<file path="src/rtl/riscv_ctrl_pkg.sv">
// Shared constants for the multi-cycle RV64 control sequencer:
// opcode values, FSM state encodings and ALU operation codes.
package riscv_ctrl_pkg;

  localparam logic [6:0] OP_R      = 7'b0110011;
  localparam logic [6:0] OP_I      = 7'b0010011;
  localparam logic [6:0] OP_LOAD   = 7'b0000011;
  localparam logic [6:0] OP_STORE  = 7'b0100011;
  localparam logic [6:0] OP_BRANCH = 7'b1100011;

  typedef enum logic [2:0] {
    FETCH     = 3'd0,
    DECODE    = 3'd1,
    EXECUTE   = 3'd2,
    MEM       = 3'd3,
    WRITEBACK = 3'd4,
    FAULT     = 3'd7
  } ctrl_state_e;

  typedef enum logic [1:0] {
    ALU_ADD   = 2'b00,
    ALU_SUB   = 2'b01,
    ALU_FUNCT = 2'b10
  } alu_op_e;

  // True for the opcodes that pass through the MEM state.
  function automatic logic is_mem_op(input logic [6:0] op);
    return (op == OP_LOAD) || (op == OP_STORE);
  endfunction

endpackage

</file>
<file path="src/rtl/ctrl_wait_timer.sv">
// Handshake wait counter. Counts cycles spent waiting on a ready input,
// clears whenever the sequencer changes state, and flags expiry on the
// last permitted wait cycle. TIMEOUT_CYCLES = 0 disables expiry.
module ctrl_wait_timer #(
  parameter int TIMEOUT_CYCLES = 16
) (
  input  logic clk,
  input  logic reset,
  input  logic clear,
  input  logic enable,
  output logic expire
);

  localparam int CW = (TIMEOUT_CYCLES > 1) ? $clog2(TIMEOUT_CYCLES) : 1;
  localparam logic [CW-1:0] LAST = CW'(TIMEOUT_CYCLES - 1);

  logic [CW-1:0] count_r;

  // Wait-cycle counter: reset/clear to zero, otherwise count while enabled.
  always_ff @(posedge clk) begin
    if (reset || clear) begin
      count_r <= '0;
    end else if (enable) begin
      count_r <= count_r + CW'(1);
    end else begin
      count_r <= count_r;
    end
  end

  // Expiry is only meaningful while still waiting; a ready in the same
  // cycle drops enable, so the handshake wins over the fault.
  assign expire = (TIMEOUT_CYCLES != 0) && enable && (count_r == LAST);

endmodule

</file>
<file path="src/rtl/multicycle_control_fsm.sv">
// Multi-cycle sequencer for the RV64 datapath. Steps each instruction
// through FETCH/DECODE/EXECUTE/MEM/WRITEBACK, drives datapath strobes and
// mux selects, resolves branches and faults on memory handshake timeout.
// Optional feature macro: PERF_COUNTERS_EN adds cycle_count and instret.
module multicycle_control_fsm
  import riscv_ctrl_pkg::*;
#(
  parameter int TIMEOUT_CYCLES = 16
) (
  input  logic        clk,
  input  logic        reset,
  input  logic [31:0] instruction,
  input  logic        imem_ready,
  input  logic        dmem_ready,
  input  logic        branch_flag,
  output logic        imem_req,
  output logic        ir_load,
  output logic        pc_load,
  output logic        pc_src,
  output logic        alu_src,
  output logic [1:0]  alu_op,
  output logic        mem_read,
  output logic        mem_write,
  output logic        mem_to_reg,
  output logic        reg_write,
  output logic        illegal,
  output logic        timeout,
  output logic [2:0]  state
`ifdef PERF_COUNTERS_EN
  ,
  output logic [63:0] cycle_count,
  output logic [63:0] instret
`endif
);

  ctrl_state_e state_r;
  ctrl_state_e next_s;
  logic [6:0]  opcode_r;
  logic        waiting_s;
  logic        expire_s;
  logic        clear_s;

  assign state = state_r;

  // Cycles that sit in FETCH/MEM without the matching ready count as waits.
  assign waiting_s = !reset &&
                     (((state_r == FETCH) && !imem_ready) ||
                      ((state_r == MEM)   && !dmem_ready));
  assign clear_s   = (next_s != state_r);

  ctrl_wait_timer #(
    .TIMEOUT_CYCLES(TIMEOUT_CYCLES)
  ) u_wait_timer (
    .clk   (clk),
    .reset (reset),
    .clear (clear_s),
    .enable(waiting_s),
    .expire(expire_s)
  );

  // State register.
  always_ff @(posedge clk) begin
    if (reset) begin
      state_r <= FETCH;
    end else begin
      state_r <= next_s;
    end
  end

  // Opcode latch, loaded together with the instruction register.
  always_ff @(posedge clk) begin
    if (reset) begin
      opcode_r <= 7'd0;
    end else if (ir_load) begin
      opcode_r <= instruction[6:0];
    end else begin
      opcode_r <= opcode_r;
    end
  end

  // Next-state and datapath control; reset forces every strobe low.
  always_comb begin
    next_s     = state_r;
    imem_req   = 1'b0;
    ir_load    = 1'b0;
    pc_load    = 1'b0;
    pc_src     = 1'b0;
    alu_src    = 1'b0;
    alu_op     = ALU_ADD;
    mem_read   = 1'b0;
    mem_write  = 1'b0;
    mem_to_reg = 1'b0;
    reg_write  = 1'b0;
    illegal    = 1'b0;
    timeout    = 1'b0;
    if (reset) begin
      next_s = FETCH;
    end else begin
      case (state_r)
        FETCH: begin
          imem_req = 1'b1;
          if (imem_ready) begin
            ir_load = 1'b1;
            next_s  = DECODE;
          end else if (expire_s) begin
            next_s = FAULT;
          end else begin
            next_s = FETCH;
          end
        end
        DECODE: begin
          next_s = EXECUTE;
        end
        EXECUTE: begin
          case (opcode_r)
            OP_R: begin
              alu_src = 1'b0;
              alu_op  = ALU_FUNCT;
              next_s  = WRITEBACK;
            end
            OP_I: begin
              alu_src = 1'b1;
              alu_op  = ALU_FUNCT;
              next_s  = WRITEBACK;
            end
            OP_LOAD, OP_STORE: begin
              alu_src = 1'b1;
              alu_op  = ALU_ADD;
              next_s  = MEM;
            end
            OP_BRANCH: begin
              alu_op  = ALU_SUB;
              pc_load = 1'b1;
              pc_src  = branch_flag;
              next_s  = FETCH;
            end
            default: begin
              illegal = 1'b1;
              pc_load = 1'b1;
              pc_src  = 1'b0;
              next_s  = FETCH;
            end
          endcase
        end
        MEM: begin
          alu_src = 1'b1;
          alu_op  = ALU_ADD;
          if (opcode_r == OP_LOAD) begin
            mem_read = 1'b1;
          end else begin
            mem_write = 1'b1;
          end
          if (dmem_ready) begin
            if (opcode_r == OP_LOAD) begin
              next_s = WRITEBACK;
            end else begin
              pc_load = 1'b1;
              pc_src  = 1'b0;
              next_s  = FETCH;
            end
          end else if (expire_s) begin
            next_s = FAULT;
          end else begin
            next_s = MEM;
          end
        end
        WRITEBACK: begin
          reg_write  = 1'b1;
          mem_to_reg = (opcode_r == OP_LOAD);
          pc_load    = 1'b1;
          pc_src     = 1'b0;
          next_s     = FETCH;
        end
        FAULT: begin
          timeout = 1'b1;
          next_s  = FAULT;
        end
        default: begin
          next_s = FAULT;
        end
      endcase
    end
  end

`ifdef PERF_COUNTERS_EN
  // Free-running cycle counter and retired-instruction counter; illegal
  // opcodes advance the PC but are not counted as retired.
  always_ff @(posedge clk) begin
    if (reset) begin
      cycle_count <= 64'd0;
      instret     <= 64'd0;
    end else begin
      cycle_count <= cycle_count + 64'd1;
      if (pc_load && !illegal) begin
        instret <= instret + 64'd1;
      end else begin
        instret <= instret;
      end
    end
  end
`endif

endmodule
</file>
<file path="config.mk">
export PLATFORM = sky130hd
export DESIGN_NAME = multicycle_control_fsm
export DESIGN_NICKNAME = d
export VERILOG_FILES = /design/src/rtl/riscv_ctrl_pkg.sv /design/src/rtl/ctrl_wait_timer.sv /design/src/rtl/multicycle_control_fsm.sv
export SDC_FILE = /design/constraint.sdc
export NUM_CORES = 1
export LEC_CHECK = 0
export CORE_MARGIN = 10
export CORE_UTILIZATION = 42
export CTS_CLUSTER_SIZE = 14
export DETAILED_ROUTE_END_ITERATION = 8
export PLACE_DENSITY = 0.84
export SLEW_MARGIN = 20
export SYNTH_ARGS = -nofsm -noshare
export SYNTH_HDL_FRONTEND = slang
export SYNTH_HIERARCHICAL = 1
export SYNTH_SLANG_ARGS = --single-unit
</file>
<file path="constraint.sdc">
create_clock -name clk -period 4.38 [get_ports clk]
set_clock_uncertainty 0.15 [all_clocks]
set_input_delay 0.657 -clock clk [delete_from_list [all_inputs] [get_ports clk]]
set_output_delay 0.657 -clock clk [all_outputs]
set_load 0.005 [all_outputs]
</file>
# After elaboration in Yosys (flattened, before gate mapping)
# Index checks and enable logic that the tools add are counted.
# op_classes
n_eq_ne,12
n_mux,41
addsub,1
n_reduce_logical,15
# op_table
op,n
$mux W1,28
$mux W3,6
$pmux W3 S5,1
$eq A7 B6 Y1 const B,2
$eq A7 B2 Y1 const B,1
$eq A7 B5 Y1 const B,1
$eq A7 B7 Y1 const B,1
$eq A3 B2 Y1 const B,2
$eq A3 B3 Y1 const B,2
$pmux W3 S2,1
$reduce_or A5 Y1,1
$add A4 B1 Y4 const B,1
$eq A4 B4 Y1 const B,1
$logic_and A1 B1 Y1,4
$mux W2,2
$pmux W2 S2,1
$reduce_or A2 Y1,2
$reduce_or A4 Y1,1
$eq A3 B1 Y1 const B,1
$logic_not A1 Y1,3
$logic_not A3 Y1,1
$ne A3 B3 Y1,1
$pmux W1 S3,1
$reduce_or A3 Y1,1
2 further kinds,3
# totals
in_bits,37
wordCells,72
reg_bits,14

# Longest topological paths before layout
# Gate-level depths: netlist of run 1.
# depth
depth_word,11
ltp_mapped,12
ltp_nobuf,11

# Cells and area by module
# The synthesis of run 1 kept the hierarchy.
# modules_own_cells
module,cells_each,area_each_um2,instances
multicycle_control_fsm,103,803.3,1
ctrl_wait_timer,17,186.4,1

# Worst setup path before layout of run 1
# No wires, ideal clock.
# synth_path
path_kind,input -> register
from,in reset
to,reg u_wait_timer.count_r[3]
cell_stages,10
setup_slack_ns,1.303
setup_time_ns,0.123
arrival_ns,2.804
cell_sequence,buf_6 clkbuf_1 nor3_1 and4_2 a21oi_2 o311ai_4 xor2_1 a211o_1 nor3b_1 mux2_1
# synth_between
elab_chain_cells,9
elab_cells_between_ends,11
cone_classes,1 x eq/ne; 6 x mux; 4 x reduce/logical
# synth_rtl
item,line_no,text
start: declaration,multicycle_control_fsm.sv:11,"input logic reset,"
$logic_not A1 Y1 *,multicycle_control_fsm.sv:46,assign waiting_s = !reset &&
$logic_and A1 B1 Y1 *,multicycle_control_fsm.sv:46,
named net waiting_s,multicycle_control_fsm.sv:39,logic waiting_s;
$logic_and A1 B1 Y1 *,ctrl_wait_timer.sv:32,assign expire = (TIMEOUT_CYCLES != 0) && enable && (count_r == LAST);
named net expire_s,multicycle_control_fsm.sv:40,logic expire_s;
"$mux W3, on equally long branches","multicycle_control_fsm.sv:105, multicycle_control_fsm.sv:161",
"$mux W3, on equally long branches","multicycle_control_fsm.sv:102, multicycle_control_fsm.sv:153",
$pmux W3 S5 *,multicycle_control_fsm.sv:99,case (state_r)
$mux W3 *,multicycle_control_fsm.sv:96,if (reset) begin
$ne A3 B3 Y1 *,multicycle_control_fsm.sv:49,assign clear_s = (next_s != state_r);
named net clear_s,multicycle_control_fsm.sv:41,logic clear_s;
$logic_or A1 B1 Y1 *,ctrl_wait_timer.sv:21,if (reset || clear) begin
end signal: assignment,ctrl_wait_timer.sv:24,count_r <= count_r + CW'(1);
end signal: assignment,ctrl_wait_timer.sv:26,count_r <= count_r;
end: declaration,ctrl_wait_timer.sv:17,logic [CW-1:0] count_r;
# The timed path passes the listed nets; every way through them passes the cells marked *.
# A chain may end at the register's enable or synchronous reset.

# Worst setup path in the final report of run 1
# layout_path
from,in reset
to,out ir_load
# layout_between
elab_chain_cells,1
# layout_rtl
item,line_no,text
$mux W1,multicycle_control_fsm.sv:96,
end: declaration,multicycle_control_fsm.sv:17,"output logic ir_load,"
# No other way between the ends.

==> impl_metrics.py, run 1 <==
metrics = {
    "outcome": {
        "status": "finished, final reports clean",
    },
    "cts": {
        "cts_inserted_buffers": 3,
        "ctsHoldBuffers": 0,
        "clockBufferDepth": 2,
        "clock_latency_ps": 280,
        "clk_pin_slew_ps": 90,
        "clock-root-buffer": "clkbuf_4",
        "clock_sink_count": 14,
        "htreeDepth": 1,
        "cts_tree": "built",
        "cts_setup_buffers": 0,
        "cts-resized-gates": 0,
    },
    "synthesis": {
        "synth_edf_count": 0,
        "syn_inst": 120,
        "yosys_warnings": 6,
        "synth_nets": 158,
        "synthArstFlopShare_pct": 0,
        "ys_seq_elements": 14,
        "avgSynthCellArea_um2": 8.247,
        "ys.flop_type": "dfxtp_1",
        "syn_area_um2": 989.7,
        "synth_cell_types": 48,
        "ys_seq_area_share_pct": 28.32,
    },
    "grt": {
        "grt_overflow": 0,
        "grt_use_met3_pct": 2.254,
        "grtUsageTotal_pct": 10.68,
        "grt_max_degree": 17,
        "grt_pass1_wl_um": 4022,
        "grt_antenna_before_repair": 0,
        "grtUsageMet1_pct": 12.15,
        "top_usage_layer": "met2",
        "grt_pass1_vias": 920,
        "grt_util_met2_pct": 18.20,
    },
    "critical_path": {
        "endpoint": "ir_load",
        "r2r-start": "state[0]",
        "end_kind": "primary output",
        "cp_num_buf_inv": 3,
        "cpPeakStageDelay_ps": 720,
        "startpoint_type": "input pin",
        "r2r_setup_slack_ps": 1380,
        "path_class": "in -> out",
        "crit_top_cell": "clkdlybuf4s50_1",
        "rr_endpoint": "u_wait_timer/count_r[3]",
        "required_ps": 3570,
        "slowest_stage": "clkdlybuf4s50_1",
        "path_max_fanout": 16,
        "crit_family": "buffers and inverters",
        "worstPathArrival_ps": 2760,
        "reg2reg_depth": 11,
        "worstSetupStartpoint": "reset",
        "crit_cells": 5,
        "worstPathCellList": "clkdlybuf4s50_1 -> nor4_2 -> nand2_1 -> inv_2 -> clkdlybuf4s50_1",
    },
    "layout": {
        "syn2layout_area_growth_pct": 30.34,
        "diodes": 0,
        "drive_above_1_share_pct": 13.61,
        "final_cell_mix": "clkdlybuf4s50_1, nand2_1, dfxtp_1",
        "nNetsFinal": 186,
        "final_common_cell": "clkdlybuf4s50_1",
    },
    "placement": {
        "place.gp.congestion": 0.9249,
        "port_buffers": 27,
        "dp_hpwl_um": 1946,
        "pre_cts_slack_ps": 803.7,
    },
    "die": {
        "dieArea_um2": 4698,
        "fp-row-count": 17,
        "ios": 53,
        "die_h_um": 68.55,
        "dieWidth_um": 68.55,
        "initial_core_util_pct": 44.31,
        "core-area_um2": 2233,
    },
    "route": {
        "ant_nets": 0,
        "route.detailed.drc": 0,
        "vias": 979,
        "dr.pass1.iters": 4,
        "via_per_inst": 5.594,
        "wirelength_um": 2480,
        "wl_per_cell_um": 14.17,
        "first_iter_violations": 60,
    },
    "timing": {
        "max_freq_mhz": 280.1,
        "worst_slack_ps": 809.7,
        "setup_violations": 0,
        "tightest_slew_ps": 619.6,
        "fin_crit_sh_pct": 81.51,
        "grt_setup_unrepaired": "false",
        "hold_violations": 0,
        "fin_crit_ps": 3570,
        "fin_setup_tns_ps": 0,
        "drv_slew": 0,
        "max_slew_margin_pct": 58.56,
    },
    "power": {
        "leakagePower_nw": 0.4835,
        "p_per_area_nw_per_um2": 290.2,
        "ir_drop_mv": 0.2057,
    },
    "min_path": {
        "hold_depth": 2,
        "min_path_type": "reg -> reg",
    },
    "job": {
        "max-cap-violations": 0,
    },
}
## power breakdown
group          internal [mW]  switching [mW]
registers              0.139          0.0201
logic                 0.0629          0.0588
clock network         0.0506          0.0429
total                  0.253           0.122
## kinds of logic after synthesis
family / Yosys count / synth area share (%)
AO/OA/AOI/OAI: 23 / 19.60
XOR/XNOR: 2 / 1.770
AND/OR/NAND/NOR: 66 / 38.18
buffers and inverters: 11 / 7.583
multiplexers: 3 / 3.287
adder cells (fa/ha/maj): 1 / 1.264
flip-flops: 14 / 28.32
## routing by layer
| layer | vias to the layer above | wire, um |
|---|---|---|
| met1 | 460 | 1031 |
| met2 | 30 | 1171 |
| met5 | - | 0 |
| met4 | 0 | 55 |
| met3 | 6 | 222 |
| li1 | 483 | - |
## through the flow
step | power [mW] | cells | utilization, % | area, um2 | hold slack [ps]
6_report | 0.3743 | 175 | 57.76 | 1290 | 329.9
5_1_grt | 0.3994 | 175 | 57.76 | 1290 | 362.6
4_1_cts | 0.3779 | 175 | 57.76 | 1290 | 334.7
3_5_place_dp | 0.2835 | 171 | 56.13 | 1254 | 320.3
3_3_place_gp | 0.2789 | 171 | 56.13 | 1254 | 307.7
2_1_floorplan | 0.2419 | 120 | - | 989.7 | 294.5
## flip-flops by register name (all words and copies together) (netlist names)
signal / cells
u_wait_timer/count_r: 4
state: 3
opcode_r: 7
## cell type report
| class | count | area (um2) |
|---|---|---|
| Clock buffer | 4 | 36.28 |
| Timing Repair Buffer | 29 | 285.3 |
| Inverter | 5 | 18.77 |
| Fill cell | 205 | 943.4 |
| Multi-Input combinational cell | 95 | 634.4 |
| Tap cell | 28 | 35.03 |
| Sequential cell | 14 | 280.3 |
## worst register-to-register path, stage by stage (launching register included)
cell	delay, ps
dfxtp_1	450
or2_2	390
a2bb2oi_1	140
nor3_1	170
buf_4	180
and4_2	260
a21oi_2	100
o311ai_4	310
xor2_1	100
a211o_1	360
nor3b_1	200
mux2_1	150
## Yosys cell counts (2+ instances only)
cell type | number | area (um2)
buf_6 | 3 | 33.78
nor2_1 | 9 | 33.78
nand3b_1 | 6 | 45.04
nor3_1 | 9 | 45.04
and3_1 | 2 | 12.51
nand4_1 | 2 | 12.51
o31ai_1 | 2 | 15.01
nor2b_1 | 3 | 18.77
inv_1 | 4 | 15.01
nor3b_1 | 2 | 15.01
dfxtp_1 | 14 | 280.3
o21ai_0 | 5 | 25.02
a211oi_1 | 2 | 15.01
nand2_1 | 19 | 71.32
a21oi_1 | 5 | 25.02
## worst min path at each step
stage,start,endpoint
floorplan,opcode_r[2],opcode_r[2]
global placement,opcode_r[0],opcode_r[0]
detailed placement,opcode_r[1],opcode_r[1]
CTS,opcode_r[1],opcode_r[1]
global route,opcode_r[1],opcode_r[1]
finish,opcode_r[0],opcode_r[0]
Note: power is estimated with default switching activity, not from simulation.
==> run 2, diff against run 1 <==
--- a/config.mk
+++ b/config.mk
@@ -6,10 +6,10 @@
 export NUM_CORES = 1
 export LEC_CHECK = 0
 export CORE_MARGIN = 10
-export CORE_UTILIZATION = 42
+export CORE_UTILIZATION = 35
 export CTS_CLUSTER_SIZE = 14
 export DETAILED_ROUTE_END_ITERATION = 8
-export PLACE_DENSITY = 0.84
+export PLACE_DENSITY = 0.75
 export SLEW_MARGIN = 20
 export SYNTH_ARGS = -nofsm -noshare
 export SYNTH_HDL_FRONTEND = slang
==> constraint.sdc (replaced) <==
create_clock -name clk -period 3.19 [get_ports clk]
set_clock_uncertainty 0.15 [all_clocks]
set_input_delay 0.4785 -clock clk [delete_from_list [all_inputs] [get_ports clk]]
set_output_delay 0.4785 -clock clk [all_outputs]
set_load 0.005 [all_outputs]
==> impl_metrics.py, run 2 (synthesized netlist as in run 1, its figures left out) <==
metrics = {
    "outcome": {
        "status": "finished, final reports clean",
    },
    "critical_path": {
        "end_kind": "primary output",
        "reg2reg_depth": 10,
        "cpPeakStageDelay_ps": 550,
        "worstPathArrival_ps": 2390,
        "r2r-start": "state[1]",
        "startpoint_type": "input pin",
        "crit_top_cell": "clkdlybuf4s50_1",
        "rr_endpoint": "u_wait_timer/count_r[3]",
        "path_class": "in -> out",
        "path_max_fanout": 9,
        "r2r_setup_slack_ps": 340,
        "worstPathCellList": "clkdlybuf4s50_1 -> buf_4 -> nor4b_1 -> and3_2 -> clkdlybuf4s50_1",
        "slowest_stage": "clkdlybuf4s50_1",
        "worstSetupStartpoint": "reset",
        "required_ps": 2560,
    },
    "power": {
        "ir_drop_mv": 0.2450,
        "leakagePower_nw": 0.5084,
        "p_per_area_nw_per_um2": 394.5,
        "power_mw": 0.5253,
    },
    "route": {
        "vias": 972,
        "first_iter_violations": 90,
        "ant_nets": 0,
        "dr.pass1.iters": 4,
        "route.detailed.drc": 0,
        "wl_per_cell_um": 13.53,
        "via_per_inst": 5.311,
        "wirelength_um": 2476,
    },
    "layout": {
        "diodes": 0,
        "drive_above_1_share_pct": 16.45,
        "multi_input_area_um2": 634.4,
        "final_cell_mix": "clkdlybuf4s50_1, nand2_1, dfxtp_1",
        "largest_register_ffs": 7,
        "instances_no_fill": 183,
        "regMostFlops": "opcode_r",
        "fillers": 282,
        "final_util_pct": 48.70,
        "seq_area_um2": 280.3,
        "syn2layout_area_growth_pct": 34.51,
        "final_common_cell": "clkdlybuf4s50_1",
        "nNetsFinal": 191,
    },
    "timing": {
        "max_slew_margin_pct": 66.25,
        "fin_setup_tns_ps": 0,
        "drv_slew": 0,
        "grt_setup_unrepaired": "false",
        "fin_crit_sh_pct": 94.66,
        "tightest_slew_ps": 502.4,
        "fin_crit_ps": 3020,
        "setup_violations": 0,
        "hold_violations": 0,
        "max_freq_mhz": 331.2,
        "whs_ps": 325.1,
    },
    "cts": {
        "clock-root-buffer": "clkbuf_4",
        "htreeDepth": 1,
        "clk_pin_slew_ps": 80,
        "cts_inserted_buffers": 3,
        "clock_sink_count": 14,
        "cts-resized-gates": 0,
        "clockBufferDepth": 2,
        "cts_tree": "built",
        "clock_latency_ps": 280,
        "ctsHoldBuffers": 0,
        "cts_setup_buffers": 0,
    },
    "min_path": {
        "min_to": "opcode_r[3]",
        "hold_depth": 2,
        "min_from": "opcode_r[3]",
        "min_path_type": "reg -> reg",
    },
    "grt": {
        "grt_use_met3_pct": 3.265,
        "grt_overflow": 0,
        "grt_max_degree": 14,
        "grt_util_met2_pct": 15.76,
        "grtUsageMet1_pct": 10.80,
        "grt_antenna_before_repair": 0,
        "top_usage_layer": "met2",
        "grt_pass1_vias": 939,
        "grtUsageTotal_pct": 9.669,
        "grt_pass1_wl_um": 4264,
    },
    "die": {
        "core-area_um2": 2734,
        "dieArea_um2": 5355,
        "die_h_um": 73.18,
        "ios": 53,
        "fp-row-count": 19,
        "initial_core_util_pct": 36.20,
        "dieWidth_um": 73.18,
    },
    "placement": {
        "place_inst": 179,
        "port_buffers": 27,
        "place.gp.congestion": 0.9038,
        "dp_hpwl_um": 1996,
    },
    "job": {
        "max-cap-violations": 0,
    },
}
==> run 2: cell types whose count changed in the layout (fill, tap and decap cells not counted), sizes merged <==
cell	before	now
buf	2	7
==> run 2: cell type report <==
type	count	share of cell area [%]
Tap cell	31	2.914
Inverter	5	1.410
Multi-Input combinational cell	95	47.65
Timing Repair Buffer	34	24.25
Sequential cell	14	21.05
Clock buffer	4	2.726
==> run 2: metal layers <==
layer | vias to the layer above | wire [um]
met5 | - | 0
met4 | 0 | 60
met3 | 6 | 196
met2 | 23 | 1132
met1 | 449 | 1087
li1 | 494 | -
==> run 2: worst max-delay path by stage <==
stage               depth (start not counted)                      end  slack (ps)
finish                                      5               mem_to_reg         170
global placement                           11  u_wait_timer/count_r[3]         120
detailed placement                         11  u_wait_timer/count_r[3]          90
CTS                                         5               mem_to_reg         170
global route                                6                   pc_src          30
floorplan                                  10  u_wait_timer/count_r[3]         290
==> run 2: power by group <==
part | internal, mW | total, mW | switching [mW] | leakage (nW)
combinational | 0.0945 | 0.186 | 0.0912 | 0.373
sequential | 0.191 | 0.210 | 0.0190 | 0.115
clock | 0.0694 | 0.130 | 0.0603 | 0.0210
==> run 2: worst max-delay path, delay by kind of cell <==
kind,cells,cell delay [ps]
buf+inv,3,1300
simple gates,2,600
==> run 2: metrics by stage <==
step                area [um2]  worst slack [ps]
floorplan                989.7             291.4
global placement          1295             120.1
detailed placement        1295             93.58
CTS                       1331             167.9
global route              1331             34.33
finish                    1331             170.5
